[config.mk]
export PLATFORM = sky130hd
export DESIGN_NAME = seq_divider
export DESIGN_NICKNAME = d
export VERILOG_FILES = /design/src/rtl/div_pkg.sv /design/src/rtl/div_datapath.sv /design/src/rtl/seq_divider.sv
export SDC_FILE = /design/constraint.sdc
export NUM_CORES = 1
export LEC_CHECK = 0
export ABC_AREA = 0
export CORE_MARGIN = 3
export CORE_UTILIZATION = 55
export DETAILED_ROUTE_END_ITERATION = 12
export PLACE_DENSITY = 0.75
export SYNTH_ARGS = -nofsm -noshare
export SYNTH_HDL_FRONTEND = slang
export SYNTH_SLANG_ARGS = --single-unit
[constraint.sdc]
create_clock -name i_clk -period 6.2 [get_ports i_clk]
set_input_delay 1.24 -clock i_clk [delete_from_list [all_inputs] [get_ports i_clk]]
set_output_delay 1.24 -clock i_clk [all_outputs]
set_load 0.05 [all_outputs]
[src/rtl/div_pkg.sv]
// Shared definitions for the sequential signed divider: operand width,
// iteration count, controller states and the divide-by-zero quotient.
package div_pkg;

    localparam int DIV_WIDTH  = 16;
    localparam int ITER_COUNT = 16;
    localparam int CNT_WIDTH  = 5;

    localparam logic [DIV_WIDTH-1:0] DBZ_QUOTIENT = 16'hFFFF;

    typedef enum logic [2:0] {
        IDLE     = 3'd0,
        LOAD_DVS = 3'd1,
        PREP     = 3'd2,
        ITER     = 3'd3,
        FIX      = 3'd4,
        SIGN     = 3'd5,
        DONE     = 3'd6
    } div_state_t;

    // Sign-extend to one extra bit and take the magnitude, so -32768 becomes +32768
    function automatic logic [DIV_WIDTH:0] abs_ext(input logic [DIV_WIDTH-1:0] v);
        logic [DIV_WIDTH:0] ext;
        ext = {v[DIV_WIDTH-1], v};
        return v[DIV_WIDTH-1] ? (~ext + 1'b1) : ext;
    endfunction

endpackage

[src/rtl/div_datapath.sv]
// Divider datapath: operand capture, 17-bit non-restoring remainder/quotient
// registers, iteration counter and the final sign correction.
module div_datapath
    import div_pkg::*;
(
    input  logic                 i_clk,
    input  logic                 i_rst_n,
    input  logic [DIV_WIDTH-1:0] i_data_in,
    input  logic                 i_ld_dvd,
    input  logic                 i_ld_dvs,
    input  logic                 i_prep,
    input  logic                 i_step,
    input  logic                 i_fix,
    output logic [DIV_WIDTH-1:0] o_dividend,
    output logic                 o_dvs_zero,
    output logic                 o_cnt_last,
    output logic                 o_rem_neg,
    output logic [DIV_WIDTH-1:0] o_quo_signed,
    output logic [DIV_WIDTH-1:0] o_rem_signed
);

    logic [DIV_WIDTH-1:0] r_dividend;
    logic [DIV_WIDTH-1:0] r_divisor;
    logic [DIV_WIDTH:0]   r_dvs_mag;
    logic [DIV_WIDTH:0]   r_rem;
    logic [DIV_WIDTH-1:0] r_quo;
    logic [CNT_WIDTH-1:0] r_cnt;
    logic                 r_sign_q;
    logic                 r_sign_r;

    logic [DIV_WIDTH:0]   w_shift;
    logic [DIV_WIDTH:0]   w_new_rem;
    logic [DIV_WIDTH-1:0] w_dvd_mag;
    logic [DIV_WIDTH-1:0] w_rem_low;

    // One non-restoring step: shift the quotient MSB into the remainder, then add or subtract the divisor
    always_comb begin
        w_shift   = {r_rem[DIV_WIDTH-1:0], r_quo[DIV_WIDTH-1]};
        w_new_rem = r_rem[DIV_WIDTH] ? (w_shift + r_dvs_mag) : (w_shift - r_dvs_mag);
        w_dvd_mag = r_dividend[DIV_WIDTH-1] ? (~r_dividend + 1'b1) : r_dividend;
        w_rem_low = r_rem[DIV_WIDTH-1:0];
    end

    // Operand capture, preparation, iteration and remainder fix-up
    always_ff @(posedge i_clk or negedge i_rst_n) begin
        if (!i_rst_n) begin
            r_dividend <= '0;
            r_divisor  <= '0;
            r_dvs_mag  <= '0;
            r_rem      <= '0;
            r_quo      <= '0;
            r_cnt      <= '0;
            r_sign_q   <= 1'b0;
            r_sign_r   <= 1'b0;
        end else begin
            if (i_ld_dvd) begin
                r_dividend <= i_data_in;
            end
            if (i_ld_dvs) begin
                r_divisor <= i_data_in;
            end
            if (i_prep) begin
                r_dvs_mag <= abs_ext(r_divisor);
                r_rem     <= '0;
                r_quo     <= w_dvd_mag;
                r_cnt     <= CNT_WIDTH'(ITER_COUNT);
                r_sign_q  <= r_dividend[DIV_WIDTH-1] ^ r_divisor[DIV_WIDTH-1];
                r_sign_r  <= r_dividend[DIV_WIDTH-1];
            end
            if (i_step) begin
                r_rem <= w_new_rem;
                r_quo <= {r_quo[DIV_WIDTH-2:0], ~w_new_rem[DIV_WIDTH]};
                r_cnt <= r_cnt - 1'b1;
            end
            if (i_fix && r_rem[DIV_WIDTH]) begin
                r_rem <= r_rem + r_dvs_mag;
            end
        end
    end

    // Status back to the controller and truncating-division sign correction
    always_comb begin
        o_dividend   = r_dividend;
        o_dvs_zero   = (r_divisor == '0);
        o_cnt_last   = (r_cnt == CNT_WIDTH'(1));
        o_rem_neg    = r_rem[DIV_WIDTH];
        o_quo_signed = r_sign_q ? (~r_quo + 1'b1) : r_quo;
        o_rem_signed = r_sign_r ? (~w_rem_low + 1'b1) : w_rem_low;
    end

endmodule

[src/rtl/seq_divider.sv]
// Sequential signed 16-bit divider: controller FSM with registered outputs,
// driving the div_datapath through one-hot control strobes.
module seq_divider
    import div_pkg::*;
(
    input  logic                 i_clk,
    input  logic                 i_rst_n,
    input  logic                 i_start,
    input  logic [DIV_WIDTH-1:0] i_data_in,
    output logic [DIV_WIDTH-1:0] o_quotient,
    output logic [DIV_WIDTH-1:0] o_remainder,
    output logic                 o_done,
    output logic                 o_busy,
    output logic                 o_div_by_zero
);

    div_state_t           r_state;
    logic [DIV_WIDTH-1:0] r_quotient;
    logic [DIV_WIDTH-1:0] r_remainder;
    logic                 r_done;
    logic                 r_busy;
    logic                 r_dbz;

    logic                 w_ld_dvd;
    logic                 w_ld_dvs;
    logic                 w_prep;
    logic                 w_step;
    logic                 w_fix;
    logic [DIV_WIDTH-1:0] w_dividend;
    logic                 w_dvs_zero;
    logic                 w_cnt_last;
    logic                 w_rem_neg;
    logic [DIV_WIDTH-1:0] w_quo_signed;
    logic [DIV_WIDTH-1:0] w_rem_signed;

    // Decode the current state into datapath strobes; a zero divisor skips preparation
    always_comb begin
        w_ld_dvd = ((r_state == IDLE) || (r_state == DONE)) && i_start;
        w_ld_dvs = (r_state == LOAD_DVS);
        w_prep   = (r_state == PREP) && !w_dvs_zero;
        w_step   = (r_state == ITER);
        w_fix    = (r_state == FIX) && w_rem_neg;
    end

    div_datapath u_datapath (
        .i_clk        (i_clk),
        .i_rst_n      (i_rst_n),
        .i_data_in    (i_data_in),
        .i_ld_dvd     (w_ld_dvd),
        .i_ld_dvs     (w_ld_dvs),
        .i_prep       (w_prep),
        .i_step       (w_step),
        .i_fix        (w_fix),
        .o_dividend   (w_dividend),
        .o_dvs_zero   (w_dvs_zero),
        .o_cnt_last   (w_cnt_last),
        .o_rem_neg    (w_rem_neg),
        .o_quo_signed (w_quo_signed),
        .o_rem_signed (w_rem_signed)
    );

    // Controller FSM; results are latched only on entry to DONE so they stay stable until the next start
    always_ff @(posedge i_clk or negedge i_rst_n) begin
        if (!i_rst_n) begin
            r_state     <= IDLE;
            r_quotient  <= '0;
            r_remainder <= '0;
            r_done      <= 1'b0;
            r_busy      <= 1'b0;
            r_dbz       <= 1'b0;
        end else begin
            case (r_state)
                IDLE, DONE: begin
                    if (i_start) begin
                        r_done  <= 1'b0;
                        r_busy  <= 1'b1;
                        r_state <= LOAD_DVS;
                    end
                end
                LOAD_DVS: begin
                    r_state <= PREP;
                end
                PREP: begin
                    if (w_dvs_zero) begin
                        r_quotient  <= DBZ_QUOTIENT;
                        r_remainder <= w_dividend;
                        r_dbz       <= 1'b1;
                        r_done      <= 1'b1;
                        r_busy      <= 1'b0;
                        r_state     <= DONE;
                    end else begin
                        r_dbz   <= 1'b0;
                        r_state <= ITER;
                    end
                end
                ITER: begin
                    if (w_cnt_last) begin
                        r_state <= FIX;
                    end
                end
                FIX: begin
                    r_state <= SIGN;
                end
                SIGN: begin
                    r_quotient  <= w_quo_signed;
                    r_remainder <= w_rem_signed;
                    r_done      <= 1'b1;
                    r_busy      <= 1'b0;
                    r_state     <= DONE;
                end
                default: begin
                    r_state <= IDLE;
                    r_busy  <= 1'b0;
                    r_done  <= 1'b0;
                end
            endcase
        end
    end

    assign o_quotient    = r_quotient;
    assign o_remainder   = r_remainder;
    assign o_done        = r_done;
    assign o_busy        = r_busy;
    assign o_div_by_zero = r_dbz;

endmodule

== Word level (Yosys, flattened, before mapping) ==
Index checks and enable logic that the tools add are counted.

* $add $sub $neg: 8
* Multiplexer cells: 27
* Reductions and logical operators: 16
* Bitwise gates (word level): 7
* Eq/ne operators: 10

{| class="wikitable"
|+ Operator list
! cell !! number
|-
| $mux W16 || 7
|-
| $mux W17 || 5
|-
| $pmux W16 S2 || 2
|-
| $add A16 B1 Y16 const B || 3
|-
| $not A16 Y16 || 3
|-
| $add A17 B17 Y17 || 2
|-
| $pmux W3 S6 || 1
|-
| $add A17 B1 Y17 const B || 1
|-
| $not A17 Y17 || 1
|-
| $sub A17 B17 Y17 || 1
|-
| $logic_not A16 Y1 || 1
|-
| $mux W5 || 2
|-
| $eq A3 B3 Y1 const B || 3
|-
| $mux W3 || 3
|-
| $eq A3 B2 Y1 const B || 2
|-
| $ne A2 B2 Y1 const B || 3
|-
| $eq A5 B1 Y1 const B || 1
|-
| $mux W1 || 5
|-
| $sub A5 B1 Y5 const B || 1
|-
| $logic_and A1 B1 Y1 || 4
|-
| $pmux W1 S4 || 1
|-
| $reduce_and A2 Y1 || 2
|-
| $reduce_bool A2 Y1 || 2
|-
| $eq A3 B1 Y1 const B || 1
|-
| other kinds (10) || 11
|}

* Bits of input ports: 19
* Flip-flop bits (word level): 127

== Longest topological paths before layout ==
Gate-level depths: netlist (run 1).

* Word-level depth: 6
* Mapped depth: 15

== Modules after synthesis ==
Synthesis (run 1) repeated with hierarchy kept, for this count alone.

* Cell total of the unflattened synthesis: 881
* Area total of the unflattened synthesis: 8310.5 µm²

{| class="wikitable"
|+ Modules (own cells, without submodules)
! module !! seq. area each (µm²) !! instances !! area an instance (µm²) !! cells an instance
|-
| div_datapath || 2227.1 || 1 || 6641.4 || 747
|-
| seq_divider || 950.9 || 1 || 1669.1 || 134
|}

== Least setup slack after synthesis (run 1) ==
OpenSTA, ideal clock, no wires.

* Path type: flip-flop to flip-flop
* From: register u_datapath.r_dvs_mag[1]
* To: register u_datapath.r_rem[15]
* Arrival: 3.158 ns
* Stages on the path, launching flop included: 14
* Path buffers: 0
* Required time: 6.058 ns
* Setup time: 0.142 ns
* Path slack: 2.900 ns
* Period minus slack after synthesis: 3.300 ns
* Cells stage by stage: dfrtp_1 > inv_1 > ha_1 > or4b_2 > nor2_1 > nor2_1 > xor2_1 > ha_1 > a211o_1 > o32a_1 > a31oi_1 > a21oi_1 > xnor2_1 > o2111ai_1

* Longest elaborated chain between the ends: 4

{| class="wikitable"
|+ Ends and longest elaborated chain
! element !! RTL line !! text
|-
| start: declaration || div_datapath.sv:24 || <nowiki>logic [DIV_WIDTH:0] r_dvs_mag;</nowiki>
|-
| start signal: assignment || div_datapath.sv:63 || <nowiki>r_dvs_mag <= abs_ext(r_divisor);</nowiki>
|-
| $sub A17 B17 Y17 / $add A17 B17 Y17 (equally long branches) || div_datapath.sv:39 || <nowiki>w_new_rem = r_rem[DIV_WIDTH] ? (w_shift + r_dvs_mag) : (w_shift - r_dvs_mag);</nowiki>
|-
| $mux W17 || div_datapath.sv:39 ||
|-
| $mux W17 || div_datapath.sv:70 || <nowiki>if (i_step) begin</nowiki>
|-
| $mux W17 * || div_datapath.sv:75 || <nowiki>if (i_fix && r_rem[DIV_WIDTH]) begin</nowiki>
|-
| end signal: assignment || div_datapath.sv:71 || <nowiki>r_rem <= w_new_rem;</nowiki>
|-
| end signal: assignment || div_datapath.sv:76 || <nowiki>r_rem <= r_rem + r_dvs_mag;</nowiki>
|-
| end: declaration || div_datapath.sv:25 || <nowiki>logic [DIV_WIDTH:0] r_rem;</nowiki>
|}

Mark *: on every way between the ends. The rest lies on a longest branch, timed or not.
A chain may end at the register's enable or synchronous reset.

== Final worst setup path (run 1) ==
Same ends and word-level chain as after synthesis.

==> impl_metrics.py, run 1 <==
metrics = {
    "setup_path": {
        "end_kind": "flip-flop",
        "criticalPathCategory": "reg -> reg",
        "worst_reg2reg_endpoint": "u_datapath.r_rem[15]",
        "startpoint_type": "flip-flop",
        "r2r_setup_slack_ns": 2.52,
        "path_max_fanout": 7,
        "critPathLaunch": "u_datapath.r_dvs_mag[1]",
        "worstSetupEndpoint": "u_datapath.r_rem[15]",
        "r2r.worst_path.cells": 13,
        "worstReg2RegStart": "u_datapath.r_dvs_mag[1]",
        "req_time_crit_path_ns": 6.52,
        "critical_path_arrival_ns": 3.99,
    },
    "clock_tree": {
        "cts_inserted_buffers": 17,
        "cts.repair_timing.setup_buffer_count": 0,
        "cts.repair.resized": 0,
        "tritoncts_clock_tree": "done",
        "clock_tree.buffer_depth": 2,
        "cts.htree.levels": 4,
        "ctsRootBufferMaster": "clkbuf_16",
        "clock-sinks": 127,
        "cts_hold_buffers": 0,
        "clkSlewWorstSetupHoldPaths_ns": 0.06,
        "insertion_delay_ns": 0.42,
    },
    "finish": {
        "layout_commonest_cell": "dfrtp_1",
        "mostFrequentLayoutCells": "dfrtp_1, nand2_1, o21ai_0",
        "synthToLayoutAreaGrowth_pct": 14.44,
        "antenna_cells": 0,
        "fraction_of_final_layout_cells_sized_beyond_drive_strength_1_pct": 8.368,
        "layout.filler_cells": 1150,
        "finalNetCount": 1015,
    },
    "routing": {
        "viasPerCell": 6.189,
        "antenna_left": 0,
        "drt_iter0_drc": 713,
        "dr_total_vias": 7105,
        "detail_route.first_pass.iterations": 5,
        "drt-total-wl_um": 22110,
        "drt-wirelength-per-cell_um": 19.26,
        "route.detailed.drc": 0,
    },
    "die": {
        "die_y_um": 128.0,
        "initial_core_util_pct": 57.66,
        "die_w_um": 128.0,
        "floorplan.rows": 43,
        "io-pin-count": 54,
        "design.die.area_um2": 16390,
        "floorplan.core_area_um2": 14200,
    },
    "synth": {
        "synth-main-ff-cell": "dfrtp_1",
        "syn_avg_cell_area_um2": 8.940,
        "synth.distinct_cells": 62,
        "synth_compound_gate_area_share_pct": 20.17,
        "synth_top_family_by_area": "compound AO/OA/AOI/OAI gates",
        "synth-seq-area-share_pct": 38.81,
        "mappedNetlistArea_um2": 8189,
        "ys_seq_elements": 127,
        "xor_xnor_portion_of_the_synthesized_cell_area_pct": 10.16,
        "synthSimpleGateAreaFrac_pct": 16.00,
        "multiplexer_fraction_of_the_synthesized_cell_area_pct": 4.706,
        "postSynthNetCount": 976,
        "synth_fa_ha_area_share_pct": 6.448,
        "ys_warn_count": 0,
        "synth-async-reset-ratio_pct": 100.0,
        "cells_after_synthesis": 916,
        "synth_edf_count": 0,
    },
    "sta": {
        "fin_tns_setup_ns": 0,
        "hold_vio_cnt_final": 0,
        "min_period_over_period_pct": 59.31,
        "rsz_0062_raised_after_global_routing": "false",
        "max_slew.worst_pin.slew_ns": 1.235,
        "setup_viol": 0,
        "slew_viol_final": 0,
        "clock-skew-final_ns": 0.007091,
        "final.min_clock_period_ns": 3.677,
        "slew_headroom_pct": 17.20,
        "clock.fmax_mhz": 272.0,
    },
    "global_route": {
        "globalRoute.totalOverflow": 0,
        "grt_start_max_net_pins": 51,
        "total_global_routing_track_utilization_pct": 27.59,
        "grt_antenna_before_repair": 0,
        "grt_pass1_vias": 6450,
        "grt_first_pass_wirelength_um": 35010,
    },
    "status": {
        "outcome": "completed",
    },
    "flow_run": {
        "cap_violations": 0,
    },
    "placement": {
        "place.port_buffers": 53,
        "gpl.final_weighted_congestion": 0.9476,
        "dp_hpwl_um": 16410,
    },
    "worst_hold_path": {
        "min_path_type": "reg -> reg",
        "min_delay_path_depth": 1,
    },
}
==> metrics by stage <==
step | hold WS (ns) | util [%] | instance area, µm² | cells | setup WS [ns]
after CTS | 0.4738 | 65.98 | 9371 | 1148 | 2.545
after floorplan | 0.4456 | - | 8189 | 916 | 2.900
after detailed placement | 0.4666 | 62.12 | 8823 | 1116 | 2.565
final | 0.4741 | 65.98 | 9371 | 1148 | 2.523
after global routing | 0.5024 | 65.98 | 9371 | 1148 | 2.287
after global placement | 0.4601 | 62.12 | 8823 | 1116 | 2.628
==> state kept, by name, indices dropped and copies added, names as in the netlist <==
signal                 count
u_datapath.r_sign_r        1
o_div_by_zero              1
u_datapath.r_divisor      16
u_datapath.o_dividend     16
u_datapath.r_cnt           5
r_state                    3
u_datapath.r_quo          16
o_quotient                16
u_datapath.r_sign_q        1
u_datapath.r_rem          17
u_datapath.r_dvs_mag      17
o_remainder               16
o_busy                     1
o_done                     1
==> worst min path at each step <==
stage | end | slack [ns] | startpoint
final | u_datapath.r_cnt[4] | 0.47 | u_datapath.r_cnt[4]
after global routing | u_datapath.r_cnt[4] | 0.50 | u_datapath.r_cnt[4]
after CTS | u_datapath.r_cnt[4] | 0.47 | u_datapath.r_cnt[4]
after detailed placement | u_datapath.r_cnt[4] | 0.47 | u_datapath.r_cnt[4]
after global placement | u_datapath.r_cnt[4] | 0.46 | u_datapath.r_cnt[4]
after floorplan | u_datapath.r_cnt[4] | 0.45 | u_datapath.r_cnt[4]
==> final cells by class <==
class	instances	area (µm²)	area share, %
Multi-Input combinational cell	715	4712	50.28
Sequential cell	127	3178	33.91
Timing Repair Buffer	60	580.6	6.195
Clock buffer	18	439.2	4.686
Tap cell	180	225.2	2.403
Inverter	34	127.6	1.362
Clock inverter	14	108.9	1.162
==> kinds of logic (layout without fill, tap and decap cells) <==
kind of cell	after synthesis	in the layout
and+or+nand+nor	278	278
AOI/OAI and AO/OA	266	266
DFF	127	127
xor gates and xnor gates	95	95
buffers and inverters	74	126
adders and majority gates	41	41
muxes	35	35
==> synthesized netlist by cell type, types with 12 or more instances <==
| library cell | n | share of area [%] |
|---|---|---|
| clkbuf_1 | 28 | 1.3 |
| xor2_1 | 53 | 5.7 |
| a31oi_1 | 20 | 1.5 |
| nor2_1 | 66 | 3.0 |
| dfrtp_1 | 127 | 39 |
| a21oi_1 | 52 | 3.2 |
| mux2_2 | 28 | 3.9 |
| o21ai_0 | 102 | 6.2 |
| xnor2_1 | 42 | 4.5 |
| nand2_1 | 110 | 5.0 |
| or3_1 | 12 | 0.92 |
| inv_1 | 34 | 1.6 |
| nor3_1 | 21 | 1.3 |
| o31ai_1 | 15 | 1.4 |
| ha_1 | 39 | 6.0 |
==> per-layer routing <==
metal | GRT usage (%) | up-vias | wire length, µm
li1 | - | 3370 | -
met1 | 40.66 | 3407 | 10000
met2 | 41.04 | 304 | 9758
met3 | 6.208 | 24 | 1986
met4 | 7.615 | 0 | 365
met5 | 0 | - | 0
==> worst max-delay path: stages, from the launching register on <==
cell and delay [ns]:
dfrtp_1 0.44, inv_1 0.13, ha_1 0.20, or4b_2 0.64
nor2_1 0.11, nor2_1 0.05, xor2_1 0.18, ha_1 0.34
a211o_1 0.28, o32a_1 0.35, a31oi_1 0.36, a21oi_1 0.15
xnor2_1 0.14, o2111ai_1 0.21
Power of run 1 is left out: the tool's default activity adds up to more than one toggle a clock period on the data nets, which glitch-free logic cannot reach.
==> run 2, diff against run 1 <==
Settings changed: CORE_UTILIZATION 55 to 54, PLACE_DENSITY 0.75 to 0.77.
Clock period 6.2 ns to 3.3 ns, I/O delays scaled along.
==> run 2 against run 1 <==
  * Core utilization grew 1.1 points
  * Cell area grew 5.2%
  * Setup slack lost 2.4 ns
  * Critical path depth is the same
  * Global-route usage grew 0.44 points
  * Critical path type unchanged
==> impl_metrics.py, run 2 (synthesis results as in run 1) <==
metrics = {
    "clock_tree": {
        "tritoncts_clock_tree": "done",
        "ctsRootBufferMaster": "clkbuf_16",
        "clock-sinks": 127,
        "clock_tree.buffer_depth": 2,
        "clkSlewWorstSetupHoldPaths_ns": 0.07,
        "cts_inserted_buffers": 17,
        "cts.htree.levels": 4,
        "insertion_delay_ns": 0.42,
    },
    "routing": {
        "detail_route.first_pass.iterations": 5,
        "drt-total-wl_um": 22980,
        "drt-wirelength-per-cell_um": 19.35,
        "drt_iter0_drc": 807,
        "route.detailed.drc": 0,
        "antenna_left": 0,
        "dr_total_vias": 7344,
        "viasPerCell": 6.182,
    },
    "placement": {
        "place.port_buffers": 53,
        "gpl.final_weighted_congestion": 0.9981,
        "postPlaceCellArea_um2": 9114,
        "dp_hpwl_um": 16800,
    },
    "die": {
        "io-pin-count": 54,
        "die_w_um": 129.1,
        "initial_core_util_pct": 55.71,
        "design.die.area_um2": 16680,
        "die_y_um": 129.1,
        "floorplan.core_area_um2": 14700,
        "floorplan.rows": 44,
    },
    "finish": {
        "fraction_of_final_layout_cells_sized_beyond_drive_strength_1_pct": 13.15,
        "layout_commonest_cell": "dfrtp_1",
        "finalNetCount": 1051,
        "mostFrequentLayoutCells": "dfrtp_1, nand2_1, o21ai_0",
        "layout.filler_cells": 1180,
        "biggestRegsByFlops": "u_datapath.r_dvs_mag (17), u_datapath.r_rem (17)",
        "synthToLayoutAreaGrowth_pct": 20.37,
        "antenna_cells": 0,
        "stdcell_area_um2": 9857,
    },
    "setup_path": {
        "req_time_crit_path_ns": 3.60,
        "startpoint_type": "flip-flop",
        "criticalPathCategory": "reg -> reg",
        "path_max_fanout": 3,
        "critical_path_arrival_ns": 3.51,
        "end_kind": "flip-flop",
    },
    "sta": {
        "max_slew.worst_pin.slew_ns": 0.9431,
        "min_period_over_period_pct": 97.21,
        "setup_viol": 0,
        "clock-skew-final_ns": 0.009874,
        "hold_vio_cnt_final": 0,
        "slew_headroom_pct": 37.13,
        "clock.fmax_mhz": 311.7,
        "final.min_clock_period_ns": 3.208,
        "rsz_0062_raised_after_global_routing": "true",
        "slew_viol_final": 0,
    },
    "status": {
        "outcome": "completed",
    },
    "global_route": {
        "grt_pass1_vias": 6758,
        "grt_antenna_before_repair": 1,
        "globalRoute.totalOverflow": 0,
        "grt_first_pass_wirelength_um": 36190,
        "total_global_routing_track_utilization_pct": 28.03,
        "grt_start_max_net_pins": 55,
    },
    "flow_run": {
        "cap_violations": 0,
    },
    "worst_hold_path": {
        "min_path_type": "in -> async",
    },
}
==> run 2: final timing paths <==
path                                    startpoint                   end  slack [ns]  cells past startpoint
hold / removal                             i_rst_n   u_datapath.r_rem[1]        0.28                      1
setup reg to reg           u_datapath.r_dvs_mag[1]  u_datapath.r_rem[13]        0.09                     13
min in group i_clk             u_datapath.r_cnt[4]   u_datapath.r_cnt[4]        0.48                      1
hold reg to reg                u_datapath.r_cnt[4]   u_datapath.r_cnt[4]        0.48                      1
max in group asynchronous                  i_rst_n         o_quotient[2]        2.26                      2
setup / recovery           u_datapath.r_dvs_mag[1]  u_datapath.r_rem[13]        0.09                     13
==> run 2: metrics by stage <==
step	setup TNS (ns)	utilization (%)	setup WS (ns)	std cells	hold WS, ns
floorplan	0	-	0.05406	916	0.3644
global route	-0.1494	67.06	-0.08236	1188	0.3212
global placement	-0.01960	62.00	-0.01960	1151	0.4591
CTS	0	66.38	0.006340	1184	0.3091
detailed placement	-0.2580	62.00	-0.1688	1151	0.4734
finish	0	67.06	0.09207	1188	0.2827
==> run 2: worst max-delay path: stages (launching register included) <==
cell     delay, ns
dfrtp_1       0.39
inv_2         0.08
ha_4          0.13
or4b_4        0.50
nor2_2        0.11
nor2_1        0.06
xor2_1        0.19
ha_1          0.33
a211o_1       0.26
o32a_1        0.40
nand4_1       0.11
nand3_1       0.09
xor2_1        0.15
a221o_1       0.28
==> run 2: layout make-up <==
cell class	instances	area (µm²)	area share, %
multi-input combinational	715	4801	48.71
sequential	127	3178	32.24
clock buffer	17	425.4	4.316
tap	184	230.2	2.336
timing repair buffer	96	900.9	9.139
clock inverter	15	193.9	1.968
inverter	34	127.6	1.295
==> run 2: layer usage <==
layer	global-route usage [%]	up-vias	wire length (µm)
met5	0	-	13
met4	9.265	2	821
met3	6.389	54	1579
met2	42.44	284	10300
met1	39.99	3570	10270
li1	-	3434	-
==> run 2: what timing repair did <==
action / CTS / global route
gates resized for setup: 4 / 17
pin swaps: 2 / 13
setup buffers: 1 / 4
endpoints found under the setup margin: 2 / 7
hold buffers: 0 / 0
Power of run 2 is left out for the same reason.
